--- src/rtl/btb_update_ctrl.sv ---
// btb_update_ctrl: buffers resolved branch records in a DEPTH-entry FIFO and drains them as
// registered BTB writes; a flush runs a 32-entry invalidate sweep. Optional stats: BTB_UPD_STATS_EN.
module btb_update_ctrl #(
  parameter int DEPTH = 4
) (
  input  logic        clk,
  input  logic        reset,
  input  logic        rs_valid,
  input  logic [31:0] rs_pc,
  input  logic [31:0] rs_target,
  input  logic        rs_taken,
  output logic        rs_ready,
  input  logic        flush_req,
  output logic        flush_busy,
  output logic        wr_en,
  output logic [4:0]  wr_idx,
  output logic [24:0] wr_tag,
  output logic [31:0] wr_target,
  output logic        wr_taken,
  output logic        wr_clear
`ifdef BTB_UPD_STATS_EN
  ,
  output logic [31:0] stat_updates,
  output logic [15:0] stat_sweeps
`endif
);

  localparam int AW = (DEPTH > 1) ? $clog2(DEPTH) : 1;
  localparam int CW = AW + 1;
  localparam logic [CW-1:0] FULL_CNT = CW'(DEPTH);

  typedef enum logic [1:0] {
    IDLE  = 2'd0,
    DRAIN = 2'd1,
    SWEEP = 2'd2
  } state_t;

  state_t        r_state;
  state_t        w_state_next;
  logic          r_pending;
  logic [AW-1:0] r_wptr;
  logic [AW-1:0] r_rptr;
  logic [CW-1:0] r_count;
  logic [CW-1:0] w_count_next;

  // PC bits [1:0] never take part in BTB indexing or tagging, so only [31:2] is stored.
  logic [29:0]   r_mem_pc     [DEPTH];
  logic [31:0]   r_mem_target [DEPTH];
  logic          r_mem_taken  [DEPTH];
  logic          w_unused_pc_lsb;

  logic [29:0]   w_head_pc;
  logic [31:0]   w_head_target;
  logic          w_head_taken;

  logic          w_push;
  logic          w_pop;
  logic          w_sweep_start;
  logic          w_sweep_last;

  logic          r_wr_en;
  logic          r_wr_clear;
  logic [4:0]    r_wr_idx;
  logic [24:0]   r_wr_tag;
  logic [31:0]   r_wr_target;
  logic          r_wr_taken;

  assign w_unused_pc_lsb = ^rs_pc[1:0];

  assign rs_ready      = (r_count < FULL_CNT);
  assign w_push        = rs_valid && rs_ready;
  // A pending flush wins over the next pop, so the sweep slots in between records.
  assign w_pop         = (r_state == DRAIN) && !r_pending && (r_count != '0);
  assign w_sweep_start = r_pending && (r_state != SWEEP);
  assign w_sweep_last  = (r_state == SWEEP) && (r_wr_idx == 5'd31);
  assign flush_busy    = r_pending || (r_state == SWEEP);

  assign w_head_pc     = r_mem_pc[r_rptr];
  assign w_head_target = r_mem_target[r_rptr];
  assign w_head_taken  = r_mem_taken[r_rptr];

  always_comb begin
    w_count_next = r_count;
    case ({w_push, w_pop})
      2'b10:   w_count_next = r_count + CW'(1);
      2'b01:   w_count_next = r_count - CW'(1);
      default: w_count_next = r_count;
    endcase
  end

  always_ff @(posedge clk) begin
    if (w_push) begin
      r_mem_pc[r_wptr]     <= rs_pc[31:2];
      r_mem_target[r_wptr] <= rs_target;
      r_mem_taken[r_wptr]  <= rs_taken;
    end
  end

  always_ff @(posedge clk or negedge reset) begin
    if (!reset) begin
      r_wptr  <= '0;
      r_rptr  <= '0;
      r_count <= '0;
    end else begin
      if (w_push) begin
        r_wptr <= r_wptr + AW'(1);
      end
      if (w_pop) begin
        r_rptr <= r_rptr + AW'(1);
      end
      r_count <= w_count_next;
    end
  end

  // Requests arriving during a sweep are absorbed by it; the flag clears as a sweep begins.
  always_ff @(posedge clk or negedge reset) begin
    if (!reset) begin
      r_pending <= 1'b0;
    end else if (w_sweep_start) begin
      r_pending <= 1'b0;
    end else if (flush_req && (r_state != SWEEP)) begin
      r_pending <= 1'b1;
    end
  end

  always_ff @(posedge clk or negedge reset) begin
    if (!reset) begin
      r_state <= IDLE;
    end else begin
      r_state <= w_state_next;
    end
  end

  always_comb begin
    w_state_next = r_state;
    case (r_state)
      IDLE: begin
        if (r_pending) begin
          w_state_next = SWEEP;
        end else if (r_count != '0) begin
          w_state_next = DRAIN;
        end
      end
      DRAIN: begin
        if (r_pending) begin
          w_state_next = SWEEP;
        end else if (w_count_next == '0) begin
          w_state_next = IDLE;
        end
      end
      SWEEP: begin
        if (w_sweep_last) begin
          w_state_next = (w_count_next != '0) ? DRAIN : IDLE;
        end
      end
      default: w_state_next = IDLE;
    endcase
  end

  // The sweep's first clear is issued on the entry edge; wr_idx then doubles as the sweep counter.
  always_ff @(posedge clk or negedge reset) begin
    if (!reset) begin
      r_wr_en     <= 1'b0;
      r_wr_clear  <= 1'b0;
      r_wr_idx    <= 5'd0;
      r_wr_tag    <= 25'd0;
      r_wr_target <= 32'd0;
      r_wr_taken  <= 1'b0;
    end else if (w_sweep_start) begin
      r_wr_en     <= 1'b1;
      r_wr_clear  <= 1'b1;
      r_wr_idx    <= 5'd0;
      r_wr_tag    <= 25'd0;
      r_wr_target <= 32'd0;
      r_wr_taken  <= 1'b0;
    end else if ((r_state == SWEEP) && !w_sweep_last) begin
      r_wr_en     <= 1'b1;
      r_wr_clear  <= 1'b1;
      r_wr_idx    <= r_wr_idx + 5'd1;
    end else if (w_pop) begin
      r_wr_en     <= 1'b1;
      r_wr_clear  <= 1'b0;
      r_wr_idx    <= w_head_pc[4:0];
      r_wr_tag    <= w_head_pc[29:5];
      r_wr_target <= w_head_target;
      r_wr_taken  <= w_head_taken;
    end else begin
      r_wr_en     <= 1'b0;
    end
  end

  assign wr_en     = r_wr_en;
  assign wr_clear  = r_wr_clear;
  assign wr_idx    = r_wr_idx;
  assign wr_tag    = r_wr_tag;
  assign wr_target = r_wr_target;
  assign wr_taken  = r_wr_taken;

`ifdef BTB_UPD_STATS_EN
  logic [31:0] r_stat_updates;
  logic [15:0] r_stat_sweeps;

  always_ff @(posedge clk or negedge reset) begin
    if (!reset) begin
      r_stat_updates <= 32'd0;
      r_stat_sweeps  <= 16'd0;
    end else begin
      if (w_pop) begin
        r_stat_updates <= r_stat_updates + 32'd1;
      end
      if (w_sweep_last) begin
        r_stat_sweeps <= r_stat_sweeps + 16'd1;
      end
    end
  end

  assign stat_updates = r_stat_updates;
  assign stat_sweeps  = r_stat_sweeps;
`endif

endmodule

--- config.mk ---
export PLATFORM = sky130hd
export DESIGN_NAME = btb_update_ctrl
export DESIGN_NICKNAME = d
export VERILOG_FILES = /design/src/rtl/btb_update_ctrl.sv
export SDC_FILE = /design/constraint.sdc
export NUM_CORES = 1
export LEC_CHECK = 0
export BUFFER_PORTS_ARGS = -buffer_cell sky130_fd_sc_hd__buf_2
export CAP_MARGIN = 20
export CORE_ASPECT_RATIO = 1.4
export CORE_UTILIZATION = 40
export DETAILED_ROUTE_END_ITERATION = 10
export HOLD_SLACK_MARGIN = 0.12
export PLACE_DENSITY = 0.55
export SLEW_MARGIN = 15
export SYNTH_ARGS = -nofsm -noshare
export SYNTH_HDL_FRONTEND = slang
export SYNTH_SLANG_ARGS = --single-unit
--- constraint.sdc ---
create_clock -name clk -period 2.9 [get_ports clk]
set_input_delay 0.435 -clock clk [delete_from_list [all_inputs] [get_ports clk]]
set_output_delay 0.435 -clock clk [all_outputs]
set_load 0.02 [all_outputs]
; ---- Yosys cells after proc, flatten, opt, wreduce, memory -nomap -nowiden
; Memories as Yosys holds them, arrays and structs flattened.
; Cells that the tools add are included.
[totals]
regBits = 75
ramBits = 252
input_bits = 69
out_inout_bits = 67
elab_cells = 79
memories = 3
[op_classes]
addsub = 5
order_cmp = 1
eq_ne = 10
n_mux = 30
n_reduce_logical = 19
[memory_table]
columns = name, words, width, rd, rd_clocked_by_memory_dff, wr, line_no
row1 = r_mem_target, 4, 32, 1, 0, 1, 48  ; logic [31:0] r_mem_target [DEPTH];
row2 = r_mem_pc, 4, 30, 1, 0, 1, 47  ; logic [29:0] r_mem_pc [DEPTH];
row3 = r_mem_taken, 4, 1, 1, 0, 1, 49  ; logic r_mem_taken [DEPTH];
[op_table]
columns = cell, n
row1 = 2-to-1 mux 32 bit, 3
row2 = 2-to-1 mux 25 bit, 3
row3 = 2-to-1 mux 5 bit, 3
row4 = 2-to-1 mux 1 bit, 14
row5 = 2-to-1 mux 2 bit, 5
row6 = nonzero test 3 bit, 3
row7 = logical AND 1 bit, 7
row8 = inequality test 2 bit (second input constant), 3
row9 = one-hot mux 2 bit (3 select lines), 1
row10 = one-hot mux 3 bit (2 select lines), 1
row11 = adder 5 x 1 -> 5 bit (second input constant), 1
row12 = equality test 5 bit (second input constant), 1
row13 = adder 2 x 1 -> 2 bit (second input constant), 2
row14 = equality test 2 x 1 -> 1 bit (second input constant), 2
row15 = equality test 2 bit (second input constant), 2
row16 = nonzero test 2 bit, 2
row17 = adder 3 x 1 -> 3 bit (second input constant), 1
row18 = zero test 3 bit, 1
row19 = < comparator 3 bit (second input constant), 1
row20 = inequality test 3 x 2 -> 1 bit (second input constant), 1
row21 = inequality test 3 bit (second input constant), 1
row22 = AND reduction 3 bit, 1
row23 = subtractor 3 x 1 -> 3 bit (second input constant), 1
row24 = zero test 1 bit, 2
row25 = 3 further kinds, 3

; ---- Logic depth before layout (Yosys ltp)
; Gate-level depths: netlist of run 1.
[logic_depth]
ltp_word = 9
mapped_depth = 11

; ---- Least setup slack after synthesis of run 1
; Ideal clock, no wire load.
[synth_timing]
path_kind = input to register
from = input rs_valid
to = memory r_mem_pc[2][0] (enable)
arrival_time_ps = 2289
path_slack_ps = 184
path_stages = 3
path_cell_list = nor2b_1 > clkbuf_1 > and2_1
[synth_via]
elab_chain_cells = 3
[synth_rtl]
columns = element, line_no
row1 = start: declaration, 8  ; input logic rs_valid,
row2 = logical AND 1 bit, 71  ; assign w_push = rs_valid && rs_ready;
row3 = 2-to-1 mux 1 bit, 92  ; if (w_push) begin
row4 = 2-to-1 mux 1 bit (implied by the code), 93  ; r_mem_pc[r_wptr] <= rs_pc[31:2];
row5 = end: declaration, 47
; No other way between the ends.

; ---- Worst setup path in the final report of run 1
[layout_timing]
from = register r_state[0]
to = register r_state[0]
[layout_via]
elab_chain_cells = 9
[layout_rtl]
columns = element, line_no
row1 = start: declaration, 38  ; state_t r_state;
row2 = start signal: assignment, 130  ; r_state <= w_state_next;
row3 = equality test 2 x 1 -> 1 bit, "73, 136"
row4 = logical AND 1 bit (2 in series), 73  ; assign w_pop = (r_state == DRAIN) && !r_pending && (r_count != '0);
row5 = equality test 2 x 1 -> 1 bit / equality test 2 bit (equally long branches), 84  ; case ({w_push, w_pop})
row6 = one-hot mux 3 bit (2 select lines), 84
row7 = nonzero test 3 bit, 153  ; w_state_next = (w_count_next != '0) ? DRAIN : IDLE;
row8 = 2-to-1 mux 1 bit, 153
row9 = 2-to-1 mux 2 bit, 152  ; if (w_sweep_last) begin
row10 = one-hot mux 2 bit (3 select lines), 136  ; case (r_state)
; Several ways; a longest one is shown, not always the timed one. The select of a mux whose other input is x is not followed.
; A chain may end at the register's enable or synchronous reset.

==> impl_metrics.tcl, run 1 <==
set metrics [dict create \
    die_h_microns 207 \
    insertion_delay_ns 0.57 \
    whs_ns 0.146 \
    power_density_mw_per_mm2 992 \
    worstPathMaxFanout 9 \
    post-route-drc-count 0 \
    seq_power_share_pct 44.4 \
    crit_chain "o31a_1 -> nand2_2 -> inv_2 -> ha_1 -> inv_1 -> fa_1 -> xor2_1 -> o21a_1 -> nor4_1 -> o2bb2ai_1" \
    finalNetCount 852 \
    synth-edff-count 252 \
    p_sw_share_pct 31.0 \
    io_buffers 133 \
    hold_viol 0 \
    p_comb_share_pct 29.9 \
    p_sw_uw 4580 \
    avgSynthCellArea_sq_um 21.7 \
    cts_resized 0 \
    cts_buffer_depth 3 \
    maxSlewHeadroom_pct 41.7 \
    tightest_slew_ns 0.875 \
    drtIter0Drc 320 \
    yosysUniqueCellTypes 36 \
    vias_per_cell 5.15 \
    pre_cts_ws_ns 0.541 \
    num_antenna_cells 0 \
    vias 6065 \
    final.setup.worst_slack_ns 0.526 \
    async_flop_share_pct 22.9 \
    fp.dieW_microns 149 \
    ys_top_cells_by_area "edfxtp_1 63%, dfrtp_1 16%, mux4_2 12%" \
    worst_setup_path_start_kind "flip-flop" \
    finalCriticalPeriod_ns 2.37 \
    ys_warn_count 0 \
    die_area_sq_mm 0.0308 \
    irDropWorstVdd_v 0.000557 \
    cp-end-kind "flip-flop" \
    synthTopCellsByCount "252 x edfxtp_1, 75 x dfrtp_1, 63 x mux4_2" \
    ys_seq_area_share_pct 78.5 \
    p_int_uw 10200 \
    grt_max_degree 64 \
    grt_pass1_wl_microns 38400 \
    worstPathRequired_ns 3.34 \
    slowest_stage "dfrtp_1" \
    wl_per_cell_microns 21.3 \
    fmax_ghz 0.421 \
    cts_buffers 31 \
    initial_core_util_pct 41.0 \
    leakagePower_uw 0.00557 \
    finalWirelength_microns 25000 \
    synthDominantCellAreaShare_pct 62.9 \
    syn-num-nets 631 \
    area_growth_pct 23.6 \
    cts.clk_slew.worst_paths_ns 0.06 \
    worst-setup-path-type "reg2reg" \
    timing.final.crit_share_pct 81.9 \
    htree_levels 1 \
    slew_violations 0 \
    status "completed" \
    cts_tree "built" \
    synth-main-ff-cell "edfxtp_1" \
    ant_nets 0 \
    yosysMostFrequentCell "edfxtp_1" \
    grt_overflow 0 \
    critPathBufInv 2 \
    io_pins 136 \
    synth_top_cell_by_area "edfxtp_1" \
    synthesis.area_sq_mm 0.0120 \
    grt_pass1_vias 6651 \
    place_hpwl_microns 14100 \
    antenna_found_initial 0 \
    finalClockSkew_ns 0.0155 \
    critPathTopFamily "adder cells" \
    cts_setup_buffers 0 \
    hp-class "in2reg" \
    core_area_sq_mm 0.0294 \
    clock_sinks 327 \
    dr.pass1.iters 4 \
    drive_above_1_share_pct 34.1 \
    final_util_pct 50.7 \
    setup_viol 0 \
    cpPeakStageDelay_ns 0.47 \
    synthCells 554 \
    cts-root-buf "clkbuf_16" \
    grt.total_usage_pct 16.7 \
    drv_cap 0 \
    synth_seq_cells 327 \
    fin_tns_setup_ns 0 \
    worst_ep_arrival_time_ns 2.81 \
    place_congestion 0.720 \
    rsz0062_at_grt "false" \
    row_count 74 \
    pwr-share-clk_pct 25.7 \
]
## worst min-delay path, delay by kind of cell
kind	cells	cell delay, ns
simple gates	1	0.05
buf+inv	1	0.10
compound gates	1	0.07
## final timing paths
check / from / end / slack, ns / depth (start not counted)
setup / recovery: r_state[0] / r_state[0] / 0.53 / 10
hold / removal: flush_req / r_pending / 0.15 / 3
setup reg to reg: r_state[0] / r_state[0] / 0.53 / 10
hold reg to reg: wr_clear / wr_clear / 0.48 / 2
max in group asynchronous: reset / r_count[1] / 1.69 / 3
min in group asynchronous: reset / wr_target[4] / 0.49 / 2
## through the flow
stage / total power, uW / area (sq um) / cells
2_1_floorplan: 9620 / 12000 / 554
3_3_place_gp: 11000 / 13300 / 1058
3_5_place_dp: 11100 / 13300 / 1058
4_1_cts: 15000 / 14900 / 1178
5_1_grt: 15500 / 14900 / 1178
6_report: 14800 / 14900 / 1178
## kinds of logic (layout without fill, tap and decap cells)
family          Yosys count  count (layout)  share of synthesized area, %
simple gates             33              33                          1.39
flops                   327             327                          78.5
buf+inv                  38             282                          1.51
mux                      66              66                          12.1
compound gates           77              77                          5.26
xor+xnor                  5               5                         0.364
fa+ha+maj                 8               8                         0.895
## cell type report
type | instances | area (sq um)
clock buffers | 45 | 858
repair buffers | 215 | 1530
inverters | 11 | 41.3
multi-input cells | 189 | 2420
well taps | 380 | 475
fillers | 2405 | 14500
flip-flops and latches | 327 | 9450
clock inverters | 11 | 87.6
## flip-flops by register name, indices dropped and copies added, names as in the netlist
register,count
wr_en,1
wr_clear,1
r_state,2
r_rptr,2
r_pending,1
r_mem_target,128
r_mem_pc,120
r_count,3
r_wptr,2
wr_target,32
r_mem_taken,4
wr_taken,1
wr_tag,25
wr_idx,5
## power groups by stage
stage                     sequential [uW]  clock [uW]  combinational [uW]
after floorplan                      6770           0                2840
after CTS                            6570        3910                4530
final                                6550        3790                4420
after global placement               6610           0                4350
after global routing                 6650        4060                4790
after detailed placement             6660           0                4450
## what timing repair did
action / CTS / global route
hold buffers: 64 / 0
endpoints found under the setup margin: 0 / 0
hold endpoints to repair: 296 / 0
## per-layer routing
| layer | track usage [%] | up-vias | wire (microns) |
|---|---|---|---|
| met4 | 5.08 | 0 | 486 |
| met5 | 0 | - | 0 |
| met3 | 2.71 | 34 | 1160 |
| met2 | 29.8 | 148 | 13500 |
| met1 | 20.6 | 3168 | 9910 |
| li1 | - | 2715 | - |
## layout by cell type, fill, tap and decap left out, drive strengths merged, types with 2 or more instances in the layout
cell type | synthesis | final
buf | 17 | 151
a21oi | 6 | 6
o21ai | 6 | 6
clkinv | 0 | 8
nor4 | 2 | 2
xnor2 | 4 | 4
dlygate4sd3 | 0 | 64
nand2 | 9 | 9
edfxtp | 252 | 252
nor2 | 7 | 7
mux4 | 63 | 63
a22o | 59 | 59
or2 | 2 | 2
dfrtp | 75 | 75
clkinvlp | 0 | 2
nor3 | 2 | 2
nor2b | 3 | 3
ha | 7 | 7
inv | 11 | 11
and3 | 2 | 2
mux2 | 2 | 2
and2 | 4 | 4
clkbuf | 10 | 45
(Power assumes the default switching activity.)
==> run 2, diff against run 1 <==
--- a/config.mk
+++ b/config.mk
@@ -11,7 +11,7 @@
 export CORE_UTILIZATION = 40
 export DETAILED_ROUTE_END_ITERATION = 10
 export HOLD_SLACK_MARGIN = 0.12
-export PLACE_DENSITY = 0.55
+export PLACE_DENSITY = 0.57
 export SLEW_MARGIN = 15
 export SYNTH_ARGS = -nofsm -noshare
 export SYNTH_HDL_FRONTEND = slang
==> constraint.sdc (replaced) <==
create_clock -name clk -period 2 [get_ports clk]
set_input_delay 0.3 -clock clk [delete_from_list [all_inputs] [get_ports clk]]
set_output_delay 0.3 -clock clk [all_outputs]
set_load 0.02 [all_outputs]
==> run 2 against run 1 <==
  * Fmax up 20%
  * Sequential share of layout area down 1.3 points
  * Power up 50%
  * Clock skew up 0.0018 ns
  * Cell area up 2.1%
  * Non-clock buffer count up 13
  * Setup slack worse by 0.51 ns
  * Routed wire length down 0.52%
  * Critical path depth down 1
  * Worst hold slack better by 0.11 ns
  * Critical endpoint unchanged
  * Largest power group unchanged
  * Highest routed layer unchanged
==> impl_metrics.tcl, run 2 (synthesis results as in run 1) <==
set metrics [dict create \
    status "completed" \
    reg2reg_depth 9 \
    top_register "r_mem_target" \
    die_h_microns 207 \
    cts_buffers 30 \
    num_antenna_cells 0 \
    finalCriticalPeriod_ns 1.98 \
    hold_viol 0 \
    cp.depth 9 \
    io_pins 136 \
    critPathBufInv 2 \
    leakagePower_uw 0.00569 \
    maxSlewHeadroom_pct 64.3 \
    cpPeakStageDelay_ns 0.43 \
    drtIter0Drc 292 \
    grt.total_usage_pct 16.6 \
    worst-setup-path-type "reg2reg" \
    rsz0062_at_grt "true" \
    fin_tns_setup_ns 0 \
    layout_common_cells "252 x edfxtp_1, 131 x buf_2, 73 x dfrtp_1, 65 x dlygate4sd3_1, 63 x mux4_2" \
    setup_viol 0 \
    wl_per_cell_microns 20.9 \
    reg2reg_from "r_count[1]" \
    place_congestion 0.728 \
    tightest_slew_ns 0.536 \
    dr.pass1.iters 4 \
    finalClockSkew_ns 0.0173 \
    row_count 74 \
    cp-end-kind "flip-flop" \
    io_buffers 133 \
    ant_nets 0 \
    cts.clk_slew.worst_paths_ns 0.06 \
    timing.final.crit_share_pct 99.2 \
    fp.dieW_microns 149 \
    place_hpwl_microns 14000 \
    hp-start "rs_valid" \
    area_growth_pct 26.2 \
    htree_levels 1 \
    irDropWorstVdd_v 0.00111 \
    worstPathMaxFanout 2 \
    grt_pass1_vias 6774 \
    initial_core_util_pct 41.0 \
    critPathTopFamily "adder cells" \
    grt_max_degree 64 \
    cts_tree "built" \
    insertion_delay_ns 0.56 \
    final_common_cell "edfxtp_1" \
    hp-class "in2reg" \
    cts_buffer_depth 3 \
    fmax_ghz 0.504 \
    finalWirelength_microns 24900 \
    crit_chain "o31a_1 -> nand2_4 -> inv_4 -> ha_4 -> inv_2 -> fa_2 -> mux2i_2 -> nor4_2 -> o2bb2ai_1" \
    antenna_found_initial 0 \
    power_density_mw_per_mm2 1460 \
    largest_reg_flops 128 \
    clock_sinks 327 \
    drv_cap 0 \
    final_util_pct 51.7 \
    worst_ep_arrival_time_ns 2.46 \
    slowest_stage "fa_2" \
    reg2reg_setup_slack_ns 0.02 \
    finalNetCount 864 \
    core_area_sq_mm 0.0294 \
    cts-root-buf "clkbuf_16" \
    nFillCells 2287 \
    min_to "r_wptr[0]" \
    vias_per_cell 5.12 \
    post-route-drc-count 0 \
    drive_above_1_share_pct 36.0 \
    grt_overflow 0 \
    worst_setup_path_start_kind "flip-flop" \
    whs_path_depth 4 \
    reg2reg_to "r_state[0]" \
    die_area_sq_mm 0.0308 \
    grt_pass1_wl_microns 38600 \
    worstPathRequired_ns 2.47 \
    slew_violations 0 \
    vias 6094 \
]
-- run 2: cell count changes in the layout (fill, tap and decap cells not counted), sizes merged --
cell,delta
bufinv,+2
dlygate4sd3,+1
clkbuf,-1
clkinv,-1
buf,+12
-- run 2: what timing repair did --
action                                 in CTS  in global routing
setup buffers                               1                  3
setup endpoints to repair                   3                  4
endpoints found under the hold margin     283                  0
pin swaps                                   3                  4
resized for setup                           5                  8
hold buffers                               65                  0
-- run 2: worst max-delay path by stage --
| stage | startpoint | end | slack [ns] |
|---|---|---|---|
| global route | r_count[1] | r_state[0] | -0.07 |
| CTS | r_state[0] | r_state[0] | -0.005 |
| global placement | r_count[1] | r_state[0] | 0.07 |
| floorplan | r_state[0] | r_state[0] | -0.10 |
| finish | r_count[1] | r_state[0] | 0.02 |
| detailed placement | r_count[1] | r_state[0] | -0.01 |
-- run 2: where the power goes --
| part | internal (uW) | leakage [uW] | switching [uW] |
|---|---|---|---|
| logic | 3320 | 0.00196 | 3780 |
| clock network | 3270 | 0.000468 | 2380 |
| registers | 8760 | 0.00326 | 628 |
-- run 2: worst reg2reg max path: stages (launching register included) --
cell and delay (ns):
dfrtp_1 0.38, o31a_1 0.34, nand2_4 0.09, inv_4 0.05, ha_4 0.15, inv_2 0.05, fa_2 0.43, mux2i_2 0.21
nor4_2 0.08, o2bb2ai_1 0.14
-- run 2: layer usage --
layer | vias to the layer above | global-route usage [%] | part of all wire [%]
li1 | 2738 | - | -
met1 | 3173 | 20.2 | 40
met2 | 148 | 29.9 | 54
met3 | 35 | 2.56 | 4.5
met4 | 0 | 5.26 | 2.0
met5 | - | 0 | 0
-- run 2: metrics by stage --
stage          instance area [sq um]  hold WS [ns]  instances  worst slack, ns  power (uW)
5_1_grt                        15200         0.255       1191          -0.0673       23200
3_5_place_dp                   13500         0.311       1066          -0.0125       16500
2_1_floorplan                  12100       0.00441        554           -0.105       14000
4_1_cts                        15100         0.271       1188         -0.00495       22300
6_report                       15200         0.257       1191           0.0165       22100
3_3_place_gp                   13500         0.297       1066           0.0731       16300
-- run 2: layout make-up --
class	instances	area, sq um	share of cell area (%)
clock buffers	44	833	5.49
clock inverters	12	146	0.964
inverters	11	43.8	0.288
multi-input cells	189	2490	16.4
flip-flops and latches	327	9450	62.3
well taps	380	475	3.13
repair buffers	228	1740	11.5
